**src/rtl/if_fetch_queue.sv**
```systemverilog
// Instruction-fetch stage: owns the PC, issues in-order memory requests and buffers
// returned instructions with their PC for decode, discarding wrong-path responses on redirect.
module if_fetch_queue #(
  parameter logic [31:0] RESET_PC = 32'h0000_0000,
  parameter int unsigned DEPTH    = 4
) (
  input  logic        clk,
  input  logic        clrn,
  input  logic [1:0]  pcsource,
  input  logic [31:0] bpc,
  input  logic [31:0] jpc,
  input  logic        id_ready,
  output logic        if_valid,
  output logic [31:0] pc4,
  output logic [31:0] inst,
  output logic        imem_req,
  output logic [31:0] imem_addr,
  input  logic        imem_gnt,
  input  logic        imem_rvalid,
  input  logic [31:0] imem_rdata
);

  localparam int unsigned PTR_W = (DEPTH > 1) ? $clog2(DEPTH) : 1;
  localparam int unsigned CNT_W = PTR_W + 1;
  localparam int unsigned SUM_W = CNT_W + 1;

  logic [31:0]      fetch_pc, fetch_pc_nxt;
  logic [31:0]      resp_pc, resp_pc_nxt;
  logic [CNT_W-1:0] outstanding, outstanding_nxt;
  logic [CNT_W-1:0] drop, drop_nxt;
  logic [CNT_W-1:0] count, count_nxt;
  logic [PTR_W-1:0] rd_ptr, rd_ptr_nxt;
  logic [PTR_W-1:0] wr_ptr, wr_ptr_nxt;
  logic             stale, stale_nxt;
  logic [31:0]      pc_q   [DEPTH];
  logic [31:0]      data_q [DEPTH];

  logic             redirect, grant, pop, push;
  logic [31:0]      target;
  logic [SUM_W-1:0] credit_sum;
  logic             if_valid_nxt, imem_req_nxt;
  logic [31:0]      imem_addr_nxt, pc4_nxt, inst_nxt;

  // Next-state: credit, redirect/drop accounting, queue pointers and registered outputs.
  always_comb begin
    redirect        = (pcsource == 2'b01) || (pcsource == 2'b10);
    target          = ((pcsource == 2'b10) ? jpc : bpc) & 32'hFFFF_FFFC;
    grant           = imem_req && imem_gnt;
    pop             = if_valid && id_ready;
    push            = imem_rvalid && (drop == '0) && !redirect;
    outstanding_nxt = outstanding + CNT_W'(grant) - CNT_W'(imem_rvalid);

    drop_nxt     = drop + CNT_W'(grant && stale) - CNT_W'(imem_rvalid && (drop != '0));
    stale_nxt    = stale && !grant;
    fetch_pc_nxt = (grant && !stale) ? fetch_pc + 32'd4 : fetch_pc;
    resp_pc_nxt  = push ? resp_pc + 32'd4 : resp_pc;
    count_nxt    = count + CNT_W'(push) - CNT_W'(pop);
    rd_ptr_nxt   = rd_ptr + PTR_W'(pop);
    wr_ptr_nxt   = wr_ptr + PTR_W'(push);

    // Every in-flight fetch becomes wrong-path; a still-pending request joins them once granted.
    if (redirect) begin
      drop_nxt     = outstanding_nxt;
      stale_nxt    = imem_req && !imem_gnt;
      fetch_pc_nxt = target;
      resp_pc_nxt  = target;
      count_nxt    = '0;
      rd_ptr_nxt   = '0;
      wr_ptr_nxt   = '0;
    end

    credit_sum = SUM_W'(outstanding_nxt) + SUM_W'(count_nxt);
    if (imem_req && !imem_gnt) begin
      imem_req_nxt  = 1'b1;
      imem_addr_nxt = imem_addr;
    end else begin
      imem_req_nxt  = credit_sum < SUM_W'(DEPTH);
      imem_addr_nxt = fetch_pc_nxt;
    end

    if_valid_nxt = (count_nxt != '0);
    pc4_nxt      = pc4;
    inst_nxt     = inst;
    if (if_valid_nxt) begin
      if (push && ((count - CNT_W'(pop)) == '0)) begin
        pc4_nxt  = resp_pc + 32'd4;
        inst_nxt = imem_rdata;
      end else begin
        pc4_nxt  = pc_q[rd_ptr_nxt] + 32'd4;
        inst_nxt = data_q[rd_ptr_nxt];
      end
    end
  end

  always_ff @(posedge clk) begin
    if (!clrn) begin
      fetch_pc    <= RESET_PC;
      resp_pc     <= RESET_PC;
      outstanding <= '0;
      drop        <= '0;
      count       <= '0;
      rd_ptr      <= '0;
      wr_ptr      <= '0;
      stale       <= 1'b0;
      if_valid    <= 1'b0;
      pc4         <= RESET_PC + 32'd4;
      inst        <= 32'd0;
      imem_req    <= 1'b0;
      imem_addr   <= RESET_PC;
    end else begin
      fetch_pc    <= fetch_pc_nxt;
      resp_pc     <= resp_pc_nxt;
      outstanding <= outstanding_nxt;
      drop        <= drop_nxt;
      count       <= count_nxt;
      rd_ptr      <= rd_ptr_nxt;
      wr_ptr      <= wr_ptr_nxt;
      stale       <= stale_nxt;
      if_valid    <= if_valid_nxt;
      pc4         <= pc4_nxt;
      inst        <= inst_nxt;
      imem_req    <= imem_req_nxt;
      imem_addr   <= imem_addr_nxt;
    end
  end

  // Queue storage needs no reset; occupancy is tracked by count.
  always_ff @(posedge clk) begin
    if (clrn && push) begin
      pc_q[wr_ptr]   <= resp_pc;
      data_q[wr_ptr] <= imem_rdata;
    end
  end

endmodule

```
**config.mk**
```make
export PLATFORM = sky130hd
export DESIGN_NAME = if_fetch_queue
export DESIGN_NICKNAME = d
export VERILOG_FILES = /design/src/rtl/if_fetch_queue.sv
export SDC_FILE = /design/constraint.sdc
export NUM_CORES = 1
export LEC_CHECK = 0
export ABC_AREA = 1
export CAP_MARGIN = 10
export CORE_UTILIZATION = 60
export CTS_CLUSTER_DIAMETER = 120
export CTS_CLUSTER_SIZE = 8
export DETAILED_ROUTE_END_ITERATION = 6
export PLACE_DENSITY = 0.84
export SYNTH_ARGS = -nofsm -noshare
export SYNTH_HDL_FRONTEND = slang
export SYNTH_SLANG_ARGS = --single-unit
```
**constraint.sdc**
```tcl
create_clock -name clk -period 10.2 [get_ports clk]
set_input_delay 1.02 -clock clk [delete_from_list [all_inputs] [get_ports clk]]
set_output_delay 1.02 -clock clk [all_outputs]
set_load 0.02 [all_outputs]
```
Word level (Yosys, flattened, before mapping)

Memory sizes are Yosys's and may differ from the RTL's.
Index checks and enable logic that the tools add are counted.

Flip-flop bits (word level): 176
Bits in latches: 0
RAM bits: 256
ROM bits: 0
Input bits: 103
Output and inout bits: 98
Logic and storage cells: 69
Memories kept: 2

Add/subtract/negate cells: 13
Multiply operators: 0
Divide/modulo/power cells: 0
Order comparisons: 1
Equal/unequal tests: 2
Shift-type cells: 0
Multiplexer cells: 14
Bitwise gates (word level): 1
Reduce and logical (&&, ||, !) cells: 22

Memory list:

| name   | words | width | read ports | clocked after Yosys merged registers in | write ports | RTL line | text |
|---|---|---|---|---|---|---|---|
| data_q | 4     | 32    | 1          | 0                                       | 1           | 36       | `logic [31:0] data_q [DEPTH];` |
| pc_q   | 4     | 32    | 1          | 0                                       | 1           | 35       | `logic [31:0] pc_q [DEPTH];` |

Operators by type and width:

| cell                    | count |
|---|---|
| $mux W32                | 7 |
| $add A32 B3 Y32 const B | 3 |
| $sub A3 B1 Y3           | 4 |
| $logic_and A1 B1 Y1     | 11 |
| $add A3 B1 Y3           | 3 |
| $logic_not A3 Y1        | 2 |
| $mux W3                 | 2 |
| $reduce_bool A3 Y1      | 2 |
| $add A2 B1 Y2           | 2 |
| $add A3 B3 Y4           | 1 |
| $logic_not A1 Y1        | 4 |
| $lt A4 B3 Y1 const B    | 1 |
| $mux W1                 | 4 |
| $eq A2 B1 Y1 const B    | 1 |
| $eq A2 B2 Y1 const B    | 1 |
| $mux W2                 | 1 |
| $reduce_bool A2 Y1      | 1 |
| $reduce_or A2 Y1        | 1 |
| $logic_or A1 B1 Y1      | 1 |
| $not A1 Y1              | 1 |

Longest topological paths before layout

Depth in word-level cells: 10
Depth in mapped cells: 21
Depth with buffers taken out: 19

Worst setup path before layout

Ideal clock, no wire load.

Path type: input -> register
Start: input pcsource[0]
End: memory data_q[0][0] (enable)
Setup time: 0.559 ns
Arrival time: 6.379 ns
Required time: 9.641 ns
Slack: 3.263 ns
Cell stages on the path: 8
Buffers on the path: 2
Cells stage by stage: inv_1 -> ha_1 -> buf_4 -> buf_4 -> clkinv_1 -> nor2_4 -> nand2_1 -> nor3_1

Cells in the longest elaborated chain, start to end: 7
Elaborated cells between the ends (all ways): 8
Those cells by class: eq/ne: 2; mux: 2; reduce/logical: 4

RTL lines:

| what                                         | RTL line | text |
|---|---|---|
| from (decl)                                  | 9        | `input logic [1:0] pcsource,` |
| $eq A2 B1 Y1 or $eq A2 B2 Y1 (tied branches) | 46       | `redirect = (pcsource == 2'b01) \|\| (pcsource == 2'b10);` |
| $logic_or A1 B1 Y1 *                         | 46       |  |
| $logic_not A1 Y1 *                           | 50       | `push = imem_rvalid && (drop == '0) && !redirect;` |
| $logic_and A1 B1 Y1 *                        | 50       |  |
| $logic_and A1 B1 Y1 *                        | 129      | `if (clrn && push) begin` |
| $mux W1 *                                    | 129      |  |
| $mux W1 (implied by the code) *              | 131      | `data_q[wr_ptr] <= imem_rdata;` |
| to (decl)                                    | 36       |  |

Every way passes the cells marked *; elsewhere a longest branch is shown, timed or not.

Worst setup path in the final report

Start: input pcsource[0]
End: register pc4[16]

Cells in the longest elaborated chain, start to end: 8
Elaborated cells between the ends (all ways): 14
Those cells by class: add/sub: 3; eq/ne: 2; mux: 3; reduce/logical: 5; memory: 1

RTL lines:

| what                                                                   | RTL line | text |
|---|---|---|
| $eq A2 B1 Y1 or $eq A2 B2 Y1 (tied branches)                           | 46       |  |
| $logic_or A1 B1 Y1 *                                                   | 46       |  |
| parallel branches: the longest is 6 deep, another holds $mem_v2 Z4 W32 | -        |  |
| to (signal assigned)                                                   | 106      | `pc4 <= RESET_PC + 32'd4;` |
| to (signal assigned)                                                   | 120      | `pc4 <= pc4_nxt;` |
| to (decl)                                                              | 14       | `output logic [31:0] pc4,` |

Every way passes the cells marked *.
A chain may end at the register's enable or synchronous reset.

==> metrics <==
Reg area 0.01089 mm2; FF-to-FF setup slack approximately 6000 ps; Max Slew Vio Count 0; worst r2r path cells 18; CP Data Required Time 10710 ps; clock tree buffer depth 3; register area share after synthesis about 57%; sum of buffers and inverters on the critical path 8; final antenna-violating net count 0; CP peak stage delay about 700 ps; Hold Slack 431.8 ps; max cap viols 0; Critical Path Sink pc4[16]; largest net degree at the start of global routing between 90 and 100; worst skew pair latency between 600 and 700 ps; clock slew at reported path FFs around 50 ps; Clock power frac between 30% and 40%; hold buffers post-CTS 0; residual DRC count 0; via count roughly 16000; CTS tree built; Yosys cell types 48; maximum vdd ir drop roughly 0.14 mV; clk root buf clkbuf_16; TritonCTS Sinks 420; final WL 50870 um; CP arrival 5970 ps; Worst Max-Slew Pin Slew about 1100 ps; routed vias/inst slightly below 6; DR WL met2 roughly 25000 um; multi-input logic area approximately 0.0074 mm2; Yosys reg bits 420; Tcrit/Tclk final 53.50%; # Post-CTS Setup Buffers 0; GRT Util Overall a little under a third; Final Critical Period 5457 ps; startpoint types input pin; run status complete, no violations; Syn. warnings 0; Seq pwr share 43.4%; DRT iter0 DRCs roughly 1300; Fillers 2197; grt ovf 0; Net Sw Frac 29.55%; pwr dens roughly 210 mW/mm2; CTS buffer count 58; Crit Reg-Reg Startpoint if_valid; Mean Syn Cell Area slightly above 9 um2; EDFF count, synth roughly 250; Synth Instances between 2000 and 2500; Post-Route M1 WL about 20000 um; worst min path class register to register; delay-heaviest family, CP buffers and inverters; RSZ-0062 raised after global routing no; wire length of the first global-routing pass ~80000 um; mapped cell area slightly below 0.02 mm2; io pins roughly 200; Die Y-Extent roughly 180 um; first drt pass iteration count 6; Starting Density between 60 and 70%; PostCTS Resize Cnt 0; WP depth 19; Final setup viols 0; vias in the first global route 15431; worst path cell trace clkdlybuf4s50_1 -> inv_1 -> ha_4 -> clkinv_1 -> nor2_4 -> inv_1 -> ha_1 -> inv_1 -> ha_1 -> fa_1 -> o21ai_0 -> nand2_1 -> buf_4 -> nand2_1 -> inv_1 -> buf_4 -> o21ai_0 -> o21bai_1 -> nand2_1; Nets ~2400; met3 wire len ~4400 um; crit path max fanout 42; H-tree depth 2; CP max stage cell clkinv_1; layout cell share with drive strength beyond 1 under 10%; Main synth FF type edfxtp_1; setup tns final 0 ps; DIE AREA 0.03273 mm2; Setup Skew roughly 40 ps; NetSw 1439 uW; post-detail-place hpwl approximately 32000 um; Die X 180.9 um; Worst setup EP type register; Core Rows 65; CP most frequent cell inv_1; combinational power share approximately 20%; Highest Signal Layer met4; reg2reg end pc4[27]; crit path launch pcsource[0]; Hold Fails Final Rpt 0; Slew Limit Headroom 24.97%; Int Pwr between 3000 and 4000 uW; Core Box Area 0.03156 mm2; initial antenna violation count 0; Final GP Congestion between 0.9 and 1; Cell Area, Placed about 0.021 mm2; P_leak between 0.008 and 0.009 uW; fraction of registers with async set/reset 0%; fin area between 0.02 and 0.025 mm2; Syn-to-layout area delta 20.03%; routed len/inst 18.72 um; Max Clock Freq 0.1832 GHz; Crit Path Class input pin to register; I/O Buffers a little under 200
area by class of cell:
type	instances	share of cell area, %
antenna	1	0.01086
tap	402	2.182
sequential	420	47.25
inverter	140	2.280
clock inverter	4	0.4777
clock buffer	97	6.932
timing repair buffer	210	8.945
multi-input combinational	1444	31.93
worst min-delay path: stages, from the launching register on:
cell and delay (ps):
dfxtp_1 290, inv_1 40, nor2_1 50
Yosys cell counts (36+ instances only):
cell type	n	area share (%)
nand3_1	125	3.3
buf_2	36	0.94
a31oi_1	68	2.2
inv_1	137	2.7
nand2_1	570	11
o21ai_0	138	3.6
clkbuf_1	46	0.90
edfxtp_1	248	39
nor2_1	227	4.4
mux2_2	63	3.7
a21oi_1	61	1.6
dfxtp_1	172	18
through the flow:
| step | instances | utilization [%] | worst slack [ps] | power [uW] |
|---|---|---|---|---|
| 2_1_floorplan | 2107 | - | 3263 | 2687 |
| 3_3_place_gp | 2616 | 67.63 | 4265 | 3049 |
| 3_5_place_dp | 2616 | 67.63 | 4194 | 3085 |
| 4_1_cts | 2717 | 73.04 | 4785 | 4877 |
| 5_1_grt | 2717 | 73.04 | 4440 | 5057 |
| 6_report | 2718 | 73.05 | 4743 | 4869 |
routing by layer:
layer,GRT usage (%),vias up
met2,52.54,778
met3,5.140,122
met4,13.47,0
met1,39.47,7434
met5,0,-
li1,-,7468
layout by cell type, fill, tap and decap left out, drive strengths merged, types with 3 or more instances in the layout:
cell type and n:
o21bai 7, nand3 126, nand2 578, dfxtp 172
ha 15, o21ai 140, fa 3, nor3 31
mux2 63, or2 4, a22o 31, nor2 239
clkinv 4, a21oi 61, buf 16, nor4 3
xor2 19, edfxtp 248, clkbuf 97, nand3b 6
nand4 15, a31oi 68, xnor2 16, inv 139
clkdlybuf4s50 194
sequential cells by signal, indices dropped and copies added, names as in the netlist:
| register | count |
|---|---|
| stale | 1 |
| fetch_pc | 32 |
| data_q | 128 |
| resp_pc | 30 |
| drop | 3 |
| outstanding | 3 |
| count | 3 |
| rd_ptr | 2 |
| pc_q | 120 |
| wr_ptr | 2 |
| if_valid | 1 |
| inst | 32 |
| imem_req | 1 |
| pc4 | 30 |
| imem_addr | 32 |
logic make-up (layout without fill, tap and decap cells):
group | Yosys count | after routing | share of synthesized area (%)
mux | 64 | 64 | 3.746
other cells | 1 | 3 | 0.01953
fa+ha+maj | 18 | 18 | 1.290
xor+xnor | 35 | 35 | 1.596
compound gates | 319 | 319 | 9.629
buf+inv | 243 | 451 | 5.277
flops | 420 | 420 | 56.71
simple gates | 1006 | 1006 | 21.73
worst min-delay path by stage:
| stage | start | endpoint | slack [ps] | cells after the start |
|---|---|---|---|---|
| 2_1_floorplan | fetch_pc[0] | fetch_pc[0] | 410 | 2 |
| 3_3_place_gp | fetch_pc[1] | fetch_pc[1] | 420 | 2 |
| 3_5_place_dp | fetch_pc[0] | fetch_pc[0] | 430 | 2 |
| 4_1_cts | fetch_pc[0] | fetch_pc[0] | 440 | 2 |
| 5_1_grt | fetch_pc[0] | fetch_pc[0] | 460 | 2 |
| 6_report | fetch_pc[1] | fetch_pc[1] | 430 | 2 |
power by group through the flow:
stage | registers [uW] | logic (uW) | clock network, uW
after detailed placement | 2140 | 949 | 0
after floorplan | 2200 | 490 | 0
final | 2110 | 965 | 1790
after global placement | 2130 | 920 | 0
after global routing | 2130 | 1050 | 1880
after CTS | 2110 | 959 | 1810
No activity file was read; power rests on OpenSTA's default activity.
